===== src/rtl/message_route_scheduler.sv =====
// message_route_scheduler
// Round-robin scheduler for a 4-source / 4-destination message fabric.
// A rising edge on req[i] queues one transfer for source i. Pending sources
// are served in round-robin order starting after the last served source.
// Each transfer then runs through four phases:
//   - a setup cycle that drives grant and both selects,
//   - HOLD_CYCLES cycles with route_en high,
//   - a one-cycle done pulse,
//   - at least one idle cycle before the next grant.
// Every output comes straight from a flop.
//
// Ports
//   clk        system clock, rising edge
//   reset      asynchronous active-high reset
//   req[3:0]   per-source request; a rising edge queues one transfer
//   dest[7:0]  destination of source i on dest[2i+1:2i], sampled at arbitration
//   mux_sel    granted source index (4:1 source mux select)
//   demux_sel  destination index (1:4 destination demux select)
//   route_en   mux/demux enable, high only during the hold phase
//   grant      one-hot granted source, zero when idle
//   busy       high from grant through done
//   done       one-cycle pulse ending each transfer
module message_route_scheduler #(
    parameter int HOLD_CYCLES = 4
) (
    input  logic       clk,
    input  logic       reset,
    input  logic [3:0] req,
    input  logic [7:0] dest,
    output logic [1:0] mux_sel,
    output logic [1:0] demux_sel,
    output logic       route_en,
    output logic [3:0] grant,
    output logic       busy,
    output logic       done
);
    // A hold length of 0 is treated as 1.
    localparam logic [7:0] HOLD_LOAD = (HOLD_CYCLES < 1) ? 8'd1 : 8'(HOLD_CYCLES);

    typedef enum logic [1:0] {IDLE, GRANT, HOLD, DONE} state_t;

    state_t     state_q, state_d;
    logic [3:0] req_q, pend_q, pend_d, clr, edge_v;
    logic       prim_q;
    logic [1:0] ptr_q, ptr_d, win_q, win_d, dst_q, dst_d, pick, idx;
    logic       found;
    logic [7:0] cnt_q, cnt_d;
    logic [3:0] grant_q, grant_d;
    logic       route_en_q, route_en_d, busy_q, busy_d, done_q, done_d;

    always_comb begin
        // req_q is zero out of reset. The first sample after release is
        // therefore ignored, so that a level held through reset is not
        // mistaken for a new edge.
        edge_v = prim_q ? (req & ~req_q) : 4'b0;

        // Round-robin scan: ptr+1, ptr+2, ptr+3, then ptr.
        found = 1'b0;
        pick  = ptr_q;
        idx   = '0;
        for (int k = 1; k <= 4; k++) begin
            idx = ptr_q + 2'(k);
            if (!found && pend_q[idx]) begin
                found = 1'b1;
                pick  = idx;
            end
        end

        state_d = state_q;
        cnt_d   = cnt_q;
        win_d   = win_q;
        dst_d   = dst_q;
        ptr_d   = ptr_q;
        clr     = '0;
        case (state_q)
            IDLE: begin
                if (found) begin
                    state_d    = GRANT;
                    win_d      = pick;
                    dst_d      = dest[{pick, 1'b0} +: 2];
                    clr[pick]  = 1'b1;
                end
            end
            GRANT: begin
                state_d = HOLD;
                cnt_d   = HOLD_LOAD;
            end
            HOLD: begin
                cnt_d = cnt_q - 8'd1;
                if (cnt_q == 8'd1) state_d = DONE;
            end
            DONE: begin
                state_d = IDLE;
                ptr_d   = win_q;
            end
            default: state_d = IDLE;
        endcase

        // A new edge on the source being granted wins over its clear.
        pend_d = (pend_q & ~clr) | edge_v;

        // Outputs are registered from the next state, so they line up with it.
        grant_d    = (state_d != IDLE) ? (4'b0001 << win_d) : 4'b0;
        route_en_d = (state_d == HOLD);
        done_d     = (state_d == DONE);
        busy_d     = (state_d != IDLE);
    end

    always_ff @(posedge clk or posedge reset) begin
        if (reset) begin
            state_q    <= IDLE;
            req_q      <= '0;
            prim_q     <= 1'b0;
            pend_q     <= '0;
            ptr_q      <= 2'd3;
            cnt_q      <= '0;
            win_q      <= '0;
            dst_q      <= '0;
            grant_q    <= '0;
            route_en_q <= 1'b0;
            busy_q     <= 1'b0;
            done_q     <= 1'b0;
        end else begin
            state_q    <= state_d;
            req_q      <= req;
            prim_q     <= 1'b1;
            pend_q     <= pend_d;
            ptr_q      <= ptr_d;
            cnt_q      <= cnt_d;
            win_q      <= win_d;
            dst_q      <= dst_d;
            grant_q    <= grant_d;
            route_en_q <= route_en_d;
            busy_q     <= busy_d;
            done_q     <= done_d;
        end
    end

    // The selects are the latched winner and destination. They only change
    // at arbitration, so they hold their values through a transfer and while idle.
    assign mux_sel   = win_q;
    assign demux_sel = dst_q;
    assign route_en  = route_en_q;
    assign grant     = grant_q;
    assign busy      = busy_q;
    assign done      = done_q;

endmodule


===== config.mk =====
export PLATFORM = sky130hd
export DESIGN_NAME = message_route_scheduler
export DESIGN_NICKNAME = d
export VERILOG_FILES = /design/src/rtl/message_route_scheduler.sv
export SDC_FILE = /design/constraint.sdc
export NUM_CORES = 1
export LEC_CHECK = 0
export CELL_PAD_IN_SITES_DETAIL_PLACEMENT = 1
export CELL_PAD_IN_SITES_GLOBAL_PLACEMENT = 1
export CORE_MARGIN = 2
export CORE_UTILIZATION = 40
export DETAILED_ROUTE_END_ITERATION = 7
export GPL_TIMING_DRIVEN = 1
export HOLD_SLACK_MARGIN = 0.08
export PLACE_DENSITY = 0.82
export SYNTH_ARGS = -nofsm -noshare
export SYNTH_HDL_FRONTEND = slang
export SYNTH_SLANG_ARGS = --single-unit

===== constraint.sdc =====
create_clock -name clk -period 2.33 [get_ports clk]
set_input_delay 0.466 -clock clk [delete_from_list [all_inputs] [get_ports clk]]
set_output_delay 0.466 -clock clk [all_outputs]
set_load 0.05 [all_outputs]

**Word level (Yosys, flattened, before mapping)**

Cells that the tools add are included.

- Reductions and logical operators: 11
- Multiply operators: 0
- Shift operators: 2
- Divide/modulo/power cells: 0
- Magnitude comparators: 6
- Bitwise gates (word level): 5
- Mux-type cells: 28
- Add/sub/neg operators: 4
- Equal/unequal tests: 6

Operator list:

| operator | number |
|---|---|
| two-way mux 2 bit | 8 |
| two-way mux 4 bit | 4 |
| case mux 8 bit (2 select lines) | 1 |
| less-than comparator 2 x 3 -> 1 bit, second input constant | 5 |
| two-way mux 1 bit | 9 |
| AND 4 bit | 2 |
| binary-select mux 1 bit (select 2 bit) | 4 |
| == test 2 bit, second input constant | 4 |
| == test 8 x 1 -> 1 bit, second input constant | 1 |
| NOT 4 bit | 2 |
| case mux 2 bit (4 select lines) | 1 |
| indexed part select 8 x 4 -> 2 bit | 1 |
| subtractor 8 x 1 -> 8 bit, second input constant | 1 |
| adder 2 bit, second input constant | 2 |
| logical AND 1 bit | 4 |
| OR 4 bit | 1 |
| nonzero test 2 bit | 2 |
| left shift 1 x 2 -> 4 bit, first input constant | 1 |
| zero test 1 bit | 3 |
| adder 2 x 1 -> 2 bit, second input constant | 1 |
| demux 1 bit (select 2 bit) | 1 |
| == test 2 x 1 -> 1 bit, second input constant | 1 |
| >= comparator 2 x 1 -> 1 bit, second input constant | 1 |
| zero test 2 bit | 1 |
| AND reduction 2 bit | 1 |

- Memories: 0
- Bits in writable memories: 0
- Memory bits (read-only): 0
- Input bits: 14
- Latch bits: 0
- Bits in registers: 32
- Output and inout bits: 11

**Longest topological paths before layout**

Gate-level depths: netlist of the first run.

- Word-level depth: 22
- Mapped depth: 8

**Least setup slack after synthesis of the first run**

OpenSTA, ideal clock, no wires.

- Path kind: register to register
- Start: register state_q[0]
- End: register cnt_q[5]
- Slack: 0.511 ns
- Clock period less this slack: 1.819 ns
- Stages on the path, launching flop included: 9
- Setup time: 0.128 ns
- Arrival: 1.690 ns
- Required time: 2.202 ns
- Cell sequence: dfrtp_1 inv_1 ha_1 buf_2 inv_1 nor4_1 nand2_1 xor2_1 nor2_1

- Longest elaborated chain between the ends: 2

Ends and longest elaborated chain:

| item | line | source |
|---|---|---|
| start: declaration | 42 | `state_t state_q, state_d;` |
| start signal: assignment | 124 | `state_q <= state_d;` |
| == test 2 bit / == test 2 x 1 -> 1 bit (equally long branches) | 75 | `case (state_q)` |
| case mux 8 bit (2 select lines) / nonzero test 2 bit (equally long branches) | -- |  |
| end signal: assignment | 129 | `cnt_q <= cnt_d;` |
| end: declaration | 47 | `logic [7:0] cnt_q, cnt_d;` |

Parallel ways exist; a longest one is shown, timed or not.
A chain may end at the register's enable or synchronous reset.

**Worst setup path after layout of the first run**

Same ends and word-level chain as after synthesis.

==> run metrics, run 1 <==
syn nets between 150 and 200; DRC 0; RD Place Congestion approximately 0.82; critical path type reg2reg; Relative slew margins 0.591; post-synth top area share 0.512; Die Y-Extent between 60 and 70 um; xor/xnor share of the synthesized area 0.0299; Final WS setup roughly 95 ps; worst path bufs/invs 2; status completed; port bufs 24; largest family of logic cells by synthesized area simple AND/OR/NAND/NOR gates; Max Slew Vio Count 0; largest delay contributor family on the critical path simple AND/OR/NAND/NOR gates; DRT iter0 DRCs 40; Clk Tree Root Cell clkbuf_4; Critical Path Max Stage Delay around 600 ps; DP Wirelength about 2.5 mm; post_cts resized 0; Area Overhead vs Synth 24.9%; mux cell area share after synthesis 0.0358; Least-Margin Pin Slew 608 ps; clock buffer count from CTS 5; Routed Antenna Nets 0; Critical-path top delay cell nor4_1; post-synthesis cell count ~140; Post-synth top flop dfrtp_1; CP Capture Type register; maximum vdd drop 0.521 mV; placed cell area about 1800 sq um; RSZ-0062 raised after global routing yes; die width 64.5 um; grt total ovfl 0; Hold-fix buffers, CTS 0; Area contributors post-synth dfrtp_1 (51%), ha_1 (5.1%), nor2_1 (4.1%); vias per std cell roughly 5.2; simple-gate share of the synthesized area 0.174; post-synthesis sequential area ratio 0.548; Mapped Area ~1500 sq um; CTS tree built; largest net degree at the start of global routing 33; total wire length 3.37 mm; hold crit path type reg2reg; first-pass GRT wire length approximately 5.7 mm; Synth cell types 36; CTS H-tree lvls 2; total number of vias about 1,100; synth warn 0; GRT Total Usage 0.186; Compound-Gate Fraction of Synth Area 0.135; most frequent cells after synthesis dfrtp_1 (30), nor2_1 (16), nand2_1 (12); Final Cell Area 1830 sq um; PD cells between 1500 and 2000 nW/um^2; Initial Util 0.429; final net count around 190; Hold Vio Cnt, Final 0; CP Data Arrival Time roughly 2500 ps; top-count cell post-synth dfrtp_1; DR WL/cell roughly 16 um; Clk Latency, worst-skew pair 340 ps; Setup Buffers After CTS 0; Max Cap Viol 0; crit-path cells inv_1, ha_1, inv_1, nor4_1, nand2_1, xor2_1, nor2_1; clk buf depth 2; Max FO, Critical Path 11; I/O pin count 25; TNS Setup 0 ps; Worst Hold Launch req_q[2]; Worst path most repeated cell inv_1; Async SR Flop Fraction 1.00; Core ar. roughly 3400 sq um; n_diodes 0; vias in the first global route between 1,000 and 1,500; Core Rows 21; CP startpoint state_q[0]; cell taking the most area after synthesis dfrtp_1; fin crit share 0.959; # clock sinks 32; final setup violation count 0; adder-cell share of the synthesized area 0.0512; register bit total from synthesis 32; Setup WS pre-CTS 98.3 ps; full die area 4170 sq um; 1st-pass router iterations 4; crit path launch type register; WP data required 2550 ps; Static Leakage just under 0.8 nW; minimum clock period about 2200 ps; Mapped Avg Cell Area approximately 11 sq um; RR Startpoint state_q[0]; Fmax between 400 and 500 MHz; EDFF count, synth 0; Clk pin slew, worst setup/hold paths between 100 and 150 ps; initial antenna violation count 0; ratio of cells with drive above 1 in the final layout 0.0947; clk_skew 14.4 ps
[sequential cells by signal, indices dropped and copies added (netlist names)]
register   count
busy           1
cnt_q          8
demux_sel      2
done           1
mux_sel        2
state_q        2
ptr_q          2
pend_q         4
route_en       1
req_q          4
grant          4
prim_q         1
[metrics by stage]
stage	power (mW)	util	hold slack (ps)	instances
floorplan	2.05	-	410	137
global placement	2.44	0.518	418	207
detailed placement	2.54	0.518	426	207
CTS	2.89	0.536	450	215
global route	3.09	0.536	445	215
finish	2.87	0.536	425	215
[path summary, 6_finish.rpt]
check / slack (ps) / depth (start not counted) / end
max in group asynchronous: 1500 / 3 / ptr_q[1]
setup reg to reg: 90 / 7 / cnt_q[5]
hold reg to reg: 430 / 1 / pend_q[2]
setup / recovery: 90 / 7 / cnt_q[5]
hold / removal: 430 / 1 / pend_q[2]
min in group asynchronous: 500 / 3 / cnt_q[4]
[per-layer routing]
layer	track usage	vias up	part of all wire	wire (um)
met5	0	-	0	0
met2	0.309	23	0.49	1660
met1	0.229	558	0.45	1500
li1	-	539	-	-
met3	0.0538	7	0.048	162
met4	0.0718	0	0.013	45
[report_power, final]
| part | total [mW] | leakage [nW] | internal (mW) | switching, mW |
|---|---|---|---|---|
| Sequential | 0.980 | 0.387 | 0.777 | 0.203 |
| Combinational | 1.55 | 0.361 | 0.577 | 0.974 |
| Clock | 0.336 | 0.0380 | 0.143 | 0.193 |
| Total | 2.87 | 0.786 | 1.50 | 1.37 |
[layout by cell type (no fill, tap or decap), types with 3 or more instances in the layout]
master            n
nand2_1          12
dfrtp_1          30
o22ai_1           3
mux2i_1           3
nand3b_1          3
clkbuf_4          5
o21ai_0           8
clkdlybuf4s50_1  24
o31ai_1           3
nor2_1           16
inv_1             7
xor2_1            3
ha_1              6
nand2b_1          5
[cells by family (layout without fill, tap and decap cells)]
logic type,after synthesis,count (layout)
and+or+nand+nor,51,51
muxes,5,5
DFF,32,32
adders and majority gates,6,6
other,1,1
AOI/OAI and AO/OA,28,28
buffers and inverters,9,41
xor gates and xnor gates,5,5
[cell type report]
type	instances	area, sq um
fillers	384	1580
repair buffers	26	255
clock inverters	2	10.0
multi-input cells	96	628
inverters	7	26.3
well taps	46	57.6
flip-flops and latches	32	803
clock buffers	6	51.3
Note: power is estimated with default switching activity, not from simulation.
==> inputs of run 2 (changes only) <==
--- a/config.mk
+++ b/config.mk
@@ -13,6 +13,7 @@
 export GPL_TIMING_DRIVEN = 1
 export HOLD_SLACK_MARGIN = 0.08
 export PLACE_DENSITY = 0.82
+export SLEW_MARGIN = 20
 export SYNTH_ARGS = -nofsm -noshare
 export SYNTH_HDL_FRONTEND = slang
 export SYNTH_SLANG_ARGS = --single-unit
==> results of run 2 <==
Final layout, timing and power as in run 1 (identical DEF).
==> inputs of run 3 (changes only) <==
--- a/config.mk
+++ b/config.mk
@@ -9,11 +9,11 @@
 export CELL_PAD_IN_SITES_GLOBAL_PLACEMENT = 1
 export CORE_MARGIN = 2
 export CORE_UTILIZATION = 40
+export CTS_CLUSTER_SIZE = 25
 export DETAILED_ROUTE_END_ITERATION = 7
 export GPL_TIMING_DRIVEN = 1
 export HOLD_SLACK_MARGIN = 0.08
 export PLACE_DENSITY = 0.82
-export SLEW_MARGIN = 20
 export SYNTH_ARGS = -nofsm -noshare
 export SYNTH_HDL_FRONTEND = slang
 export SYNTH_SLANG_ARGS = --single-unit
==> constraint.sdc (replaced) <==
create_clock -name clk -period 2.5 [get_ports clk]
set_input_delay 0.5 -clock clk [delete_from_list [all_inputs] [get_ports clk]]
set_output_delay 0.5 -clock clk [all_outputs]
set_load 0.05 [all_outputs]
==> run 3 against run 2 <==
  * Clock skew rose by 5.4 ps
  * Via count rose by 1.2%
  * Fmax about the same
  * Clock-buffer cell count stayed put
  * Flip-flop and latch count did not move
  * Total power is 6.7% lower
  * Critical path type unchanged
  * Critical endpoint unchanged
  * Largest cell class unchanged
  * Highest routed layer unchanged
==> run metrics, run 3 (synthesis results as in run 1) <==
status completed; Worst path most repeated cell inv_1; hold crit path type reg2reg; largest net degree at the start of global routing 33; DR WL/cell roughly 16 um; Routed Antenna Nets 0; vias in the first global route about 1,300; Max FO, Critical Path 11; Die Y-Extent 64.5 um; worst path bufs/invs 2; total number of vias roughly 1,100; initial antenna violation count 0; Critical Path Max Stage Delay between 500 and 600 ps; largest delay contributor family on the critical path simple AND/OR/NAND/NOR gates; RSZ-0062 raised after global routing no; Least-Margin Pin Slew ~770 ps; flop-to-flop setup slack 260 ps; CP startpoint state_q[0]; WP data required about 2700 ps; CP Capture Type register; Hold-fix buffers, CTS 0; GRT Total Usage 0.189; area occupied by multi-input gates about 630 sq um; Core Rows 21; post_cts resized 0; Critical R2R Capture cnt_q[5]; Static Leakage ~0.78 nW; CP Data Arrival Time around 2500 ps; crit-path cells inv_1, ha_1, inv_1, nor4_1, nand2_1, xor2_1, nor2_1; clk_skew about 20 ps; CTS tree built; DRT iter0 DRCs about 40; Setup Buffers After CTS 0; TNS Setup 0 ps; Relative slew margins 0.482; CP Depth 7; RR Startpoint state_q[0]; final setup violation count 0; port bufs 24; final net count roughly 190; Max Cap Viol 0; Worst Hold Launch req_q[2]; Max Slew Vio Count 0; total wire length 3.51 mm; full die area about 4200 sq um; Final Cell Area approximately 1800 sq um; vias per std cell 5.33; RD Place Congestion ~0.81; Clk Latency, worst-skew pair 340 ps; most common cell after layout, fill and taps aside dfrtp_1; CTS H-tree lvls 2; Fillers around 400; die width 64.5 um; critical path type reg2reg; maximum vdd drop roughly 0.48 mV; fin crit share 0.895; Hold Slack approximately 450 ps; ratio of cells with drive above 1 in the final layout 0.0893; Critical-path top delay cell nor4_1; grt total ovfl 0; crit path launch type register; most frequent cells in the layout dfrtp_1 (30), clkdlybuf4s50_1 (24), nor2_1 (16), nand2_1 (12), o21ai_0 (8); minimum clock period roughly 2200 ps; CP endpoint cnt_q[5]; FF+latch area 803 sq um; first-pass GRT wire length ~5.9 mm; PD cells roughly 1500 nW/um^2; Core ar. 3420 sq um; clock buffer count from CTS 5; Area Overhead vs Synth 24.4%; clk buf depth 2; Clk Tree Root Cell clkbuf_4; placed cell area around 1800 sq um; Clk pin slew, worst setup/hold paths between 100 and 150 ps; # clock sinks 32; Min-Delay Path Depth 1; Hold Vio Cnt, Final 0; Fmax 447 MHz; DP Wirelength about 2.7 mm; Top reg by flops cnt_q; Initial Util 0.429; reg2reg path depth 7; final core utilization 0.534; 1st-pass router iterations 4; DRC 0; n_diodes 0; max FFs per register 8; I/O pin count 25
[run 3: changes by cell type in the layout (fill, tap and decap cells not counted), sizes merged]
cell  delta
buf      -1
[run 3: worst register-to-register path, stage by stage (launching register included)]
cell and delay (ps):
dfrtp_1 390, inv_1 90, ha_1 500, inv_1 180, nor4_1 570, nand2_1 160, xor2_1 180, nor2_1 60
[run 3: final cells by class]
cell class              count  share of cell area
clock buffers               6              0.0281
inverters                   7              0.0144
flip-flops and latches     32               0.440
clock inverters             2             0.00549
multi-input cells          96               0.344
well taps                  46              0.0316
repair buffers             25               0.136
[run 3: power by group]
group	internal [mW]	switching, mW
Sequential	0.724	0.196
Combinational	0.525	0.914
Clock	0.134	0.181
[run 3: worst min-delay path by stage]
stage / endpoint
6_report: pend_q[2]
5_1_grt: pend_q[2]
4_1_cts: pend_q[2]
3_5_place_dp: pend_q[2]
3_3_place_gp: pend_q[2]
2_1_floorplan: pend_q[2]
[run 3: metrics by stage]
step	setup WS, ps	instances	power [mW]
after floorplan	681	137	1.91
after global placement	499	206	2.26
after detailed placement	263	206	2.37
after CTS	228	214	2.70
after global routing	72.9	214	2.88
final	262	214	2.67
[run 3: layer usage]
layer | vias to the layer above | part of all wire | wire (um) | GRT usage
li1 | 543 | - | - | -
met1 | 566 | 0.42 | 1490 | 0.218
met2 | 26 | 0.52 | 1830 | 0.335
met3 | 5 | 0.036 | 125 | 0.0365
met4 | 0 | 0.017 | 59 | 0.0931
met5 | - | 0 | 0 | 0
